File: config.mk
export PLATFORM = sky130hd
export DESIGN_NAME = vsum_job_arbiter
export DESIGN_NICKNAME = d
export VERILOG_FILES = /design/src/rtl/vsum_job_arbiter_pkg.sv /design/src/rtl/rr_arb2.sv /design/src/rtl/vsum_job_arbiter.sv
export SDC_FILE = /design/constraint.sdc
export NUM_CORES = 1
export LEC_CHECK = 0
export ABC_AREA = 0
export BUFFER_PORTS_ARGS = -buffer_cell sky130_fd_sc_hd__buf_2
export CORE_ASPECT_RATIO = 0.8
export CORE_MARGIN = 1
export CORE_UTILIZATION = 33
export CTS_CLUSTER_DIAMETER = 50
export DETAILED_ROUTE_END_ITERATION = 8
export SLEW_MARGIN = 25
export SYNTH_ARGS = -nofsm -noshare
export SYNTH_HDL_FRONTEND = slang
export SYNTH_SLANG_ARGS = --single-unit
export TNS_END_PERCENT = 100
File: constraint.sdc
create_clock -name clock -period 2.3 [get_ports clock]
set_clock_uncertainty 0.15 [all_clocks]
set_input_delay 0.46 -clock clock [delete_from_list [all_inputs] [get_ports clock]]
set_output_delay 0.46 -clock clock [all_outputs]
set_load 0.1 [all_outputs]
File: src/rtl/vsum_job_arbiter_pkg.sv
// Shared types for the vector-sum job arbiter and the vectorsum top-level integration.
package vsum_job_arbiter_pkg;

    localparam int LEN_WIDTH_DEF = 16;

    typedef enum logic [1:0] {
        ST_IDLE = 2'd0,
        ST_RUN  = 2'd1,
        ST_DONE = 2'd2
    } vsum_state_e;

endpackage

File: src/rtl/rr_arb2.sv
// Two-way round-robin pick: on contention the requester that did not win last goes first.
module rr_arb2 (
    input  logic req_0,
    input  logic req_1,
    input  logic last,
    output logic any,
    output logic pick
);

    always_comb begin
        any  = req_0 | req_1;
        pick = (req_0 & req_1) ? ~last : req_1;
    end

endmodule

File: src/rtl/vsum_job_arbiter.sv
// Grants the shared vector-sum datapath to one of two requesters for a whole job and
// counts result beats down to completion.
module vsum_job_arbiter
    import vsum_job_arbiter_pkg::*;
#(
    parameter int LEN_WIDTH = LEN_WIDTH_DEF
) (
    input  logic                 clock,
    input  logic                 reset,
    input  logic                 req_0,
    input  logic                 req_1,
    input  logic [LEN_WIDTH-1:0] len_0,
    input  logic [LEN_WIDTH-1:0] len_1,
    input  logic                 beat,
    output logic                 gnt_0,
    output logic                 gnt_1,
    output logic                 sel,
    output logic                 busy,
    output logic [LEN_WIDTH-1:0] remaining,
    output logic                 done_0,
    output logic                 done_1
);

    vsum_state_e state;
    logic        last;
    logic        any_req;
    logic        pick;

    rr_arb2 u_rr_arb2 (
        .req_0 (req_0),
        .req_1 (req_1),
        .last  (last),
        .any   (any_req),
        .pick  (pick)
    );

    // last resets to 1 so requester 0 wins the first contended pick
    always_ff @(posedge clock or negedge reset) begin
        if (!reset) begin
            state     <= ST_IDLE;
            sel       <= 1'b0;
            remaining <= '0;
            last      <= 1'b1;
        end else begin
            case (state)
                ST_IDLE: begin
                    if (any_req) begin
                        state     <= ST_RUN;
                        sel       <= pick;
                        remaining <= pick ? len_1 : len_0;
                    end
                end
                ST_RUN: begin
                    // zero-length jobs finish without beats; the counter never wraps
                    if (remaining == '0) begin
                        state <= ST_DONE;
                    end else if (beat) begin
                        remaining <= remaining - 1'b1;
                        if (remaining == LEN_WIDTH'(1))
                            state <= ST_DONE;
                    end
                end
                ST_DONE: begin
                    last  <= sel;
                    state <= ST_IDLE;
                end
                default: state <= ST_IDLE;
            endcase
        end
    end

    always_comb begin
        busy   = (state == ST_RUN);
        gnt_0  = busy & ~sel;
        gnt_1  = busy &  sel;
        done_0 = (state == ST_DONE) & ~sel;
        done_1 = (state == ST_DONE) &  sel;
    end

endmodule

==> impl_metrics.json <==
{
  "clk_latency_ns": 0.27,
  "synth_area_per_cell_sq_um": 7.57,
  "fp.dieW_um": 76.4,
  "initialDrtViolationCount": 92,
  "grt_max_degree": 21,
  "layout_setup_ws_ns": 0.0755,
  "ys_seq_elements": 20,
  "hp-class": "in2async",
  "start_kind": "register",
  "drv_slew": 0,
  "initial_utilization_pct": 34.7,
  "wirelength_um": 4260,
  "timing.hold.ws_ns": -0.0153,
  "grt_pass1_wl_um": 6820,
  "fin_crit_sh_pct": 96.7,
  "crit_buf_inv": 3,
  "ctsHoldBuffers": 0,
  "arrival_ns": 1.61,
  "worst_pin_slew_ns": 0.489,
  "vias": 1604,
  "portBuffers": 58,
  "critPathTopFamily": "buffers and inverters",
  "core_sq_um": 4200,
  "top_level_ports": 59,
  "slowest_delay_ns": 0.42,
  "layout.nets": 301,
  "cts_tree": "yes",
  "final_cells": 318,
  "drive_above_1_share_pct": 41.0,
  "dieArea_sq_um": 4700,
  "syn2layout_area_growth_pct": 37.9,
  "power.density_nw_per_um2": 1380,
  "violations": "hold timing",
  "numCtsBuffers": 3,
  "fin_util_pct": 47.9,
  "fmax_mhz": 450,
  "dpl.hpwl_um": 3150,
  "slew-limit-headroom_pct": 67.6,
  "synth_top_area_cell": "dfrtp_1",
  "placed_cells": 310,
  "chipHeight_um": 61.5,
  "rsz0062_at_grt": "false",
  "irDropWorstVdd_mv": 1.04,
  "htree_num_levels": 1,
  "row_count": 21,
  "synth_top_area_share_pct": 32.6,
  "synth_edf_count": 0,
  "finalHoldViolCount": 15,
  "outcome": "finished with violations",
  "clockBufferDepth": 2,
  "maxCapViolations": 0,
  "viasPerCell": 5.04,
  "grt_pass1_vias": 1429,
  "diodes": 0,
  "mappedNetlistNets": 232,
  "setup_viol": 0,
  "end_kind": "primary output",
  "worstPathRequired_ns": 1.69,
  "gp_congestion": 0.810,
  "drt_first_pass_iters": 4,
  "yosys-top-cells-area": "dfrtp_1 (33%), nand2_1 (9.3%), o21ai_0 (6.5%)",
  "syn_area_sq_um": 1460,
  "ant_nets": 0,
  "grtUsageTotal_pct": 18.9,
  "cp_max_fo": 8,
  "syn_inst": 193,
  "crit_chain": "or2b_2 > clkinvlp_4 > buf_4 > buf_12",
  "gr-total-overflow": 0,
  "pre_cts_ws_ns": 0.158,
  "yosys_most_used_dff": "dfrtp_1",
  "yosys_warnings": 0,
  "ys_async_sr_fraction_pct": 100,
  "yosysUniqueCellTypes": 43,
  "postLayoutCellArea_sq_um": 2010,
  "wl_per_cell_um": 13.4,
  "clkSinkCount": 20,
  "final.min_clock_period_ns": 2.22,
  "seq_area_frac_synth_pct": 34.4,
  "crit_slowest_cell": "dfrtp_1",
  "dpl_cell_area_sq_um": 1920,
  "drcViolationCount": 0,
  "clk_pin_slew_worst_paths_ns": 0.08,
  "critPathKind": "reg2out",
  "p_leak_nw": 0.956,
  "cts_root_buffer": "clkbuf_8",
  "antenna_found_initial": 0
}
[timing repair]
item / in CTS / in global routing
endpoints found under the hold margin: 0 / 0
gates resized for setup: 1 / 0
setup endpoints to repair: 2 / 1
pin swaps: 0 / 0
buffers inserted: 0 / 4
[worst register-to-register path, cell delays in order (launching register included)]
cell,delay (ns)
dfrtp_2,0.46
inv_1,0.07
ha_1,0.18
or2b_1,0.31
nor3_4,0.26
a31o_2,0.27
nor4_1,0.08
a211o_1,0.26
[flip-flops by register name (all words and copies together) (netlist names)]
signal and flops:
remaining 16, state 2, last 1, sel 1
[cell usage after synthesis, types with 2 or more instances]
cell type	instances
buf_6	3
nand3_1	11
mux2i_1	2
ha_1	2
a31oi_1	6
nor3_1	5
inv_1	5
a32o_1	2
nand2_1	36
a22o_1	3
dfrtp_1	19
nor2_1	23
nand3b_1	2
or4_4	2
nor4_1	6
a21oi_1	16
o21ai_0	19
clkbuf_1	6
[layer usage]
layer | part of all wire, % | wire [um] | up-vias | global-route usage (%)
met3 | 4.7 | 201 | 4 | 4.15
met2 | 43 | 1820 | 41 | 31.3
met4 | 0.59 | 25 | 0 | 4.12
met1 | 52 | 2210 | 724 | 25.7
met5 | 0 | 0 | - | 0
li1 | - | - | 835 | -
[final cells by class]
| cell class | count | area, sq um |
|---|---|---|
| well taps | 57 | 71.3 |
| clock buffers | 4 | 55.1 |
| flip-flops and latches | 20 | 518 |
| repair buffers | 75 | 463 |
| fillers | 450 | 2190 |
| inverters | 5 | 22.5 |
| multi-input cells | 157 | 883 |
[through the flow]
step	power (W)	TNS (ns)	hold WS (ns)
2_1_floorplan	0.00214	-0.298	0.0144
4_1_cts	0.00279	0	0.000988
5_1_grt	0.00292	0	0.0168
3_5_place_dp	0.00251	0	0.297
6_report	0.00278	0	-0.0153
3_3_place_gp	0.00250	0	0.295
[path summary, 6_finish.rpt]
kind                              startpoint            end  slack, ns  depth (start not counted)
worst max-delay path                state[1]           busy       0.08                          4
worst min-delay path                   reset  remaining[11]      -0.02                          1
worst max register to register  remaining[0]   remaining[0]       0.16                          7
worst min register to register      state[1]       state[0]       0.38                          1
max in group asynchronous              reset   remaining[7]       1.65                          1
min in group clock                     req_0            sel       0.35                          3
[cells by family (layout without fill, tap and decap cells)]
group           count (synthesis)  count (layout)  synth area share [%]
compound gates                 57              57                  24.1
buf+inv                        16              84                  6.43
simple gates                   96              96                  32.0
mux                             2               2                  1.37
flops                          20              20                  34.4
fa+ha+maj                       2               2                  1.71
[cells in the final DEF, fill, tap and decap left out, drive strengths merged, types with 2 or more instances in the layout]
master  count
or2b        2
clkbuf      4
nand3      11
dfrtp      19
a21oi      16
inv         4
mux2i       2
or4         3
a31oi       6
nand3b      2
a22o        3
nand2      36
a211o       2
o21ai      19
nor3        7
nor2       23
a32o        2
buf        75
nor4        6
ha          2
[power by group]
| part | switching, W | internal [W] | leakage, nW |
|---|---|---|---|
| Clock | 0.000128 | 0.000153 | 0.0288 |
| Sequential | 0.000189 | 0.000508 | 0.228 |
| Combinational | 0.00143 | 0.000381 | 0.699 |
| Total | 0.00174 | 0.00104 | 0.956 |
Note: power is estimated with default switching activity, not from simulation.
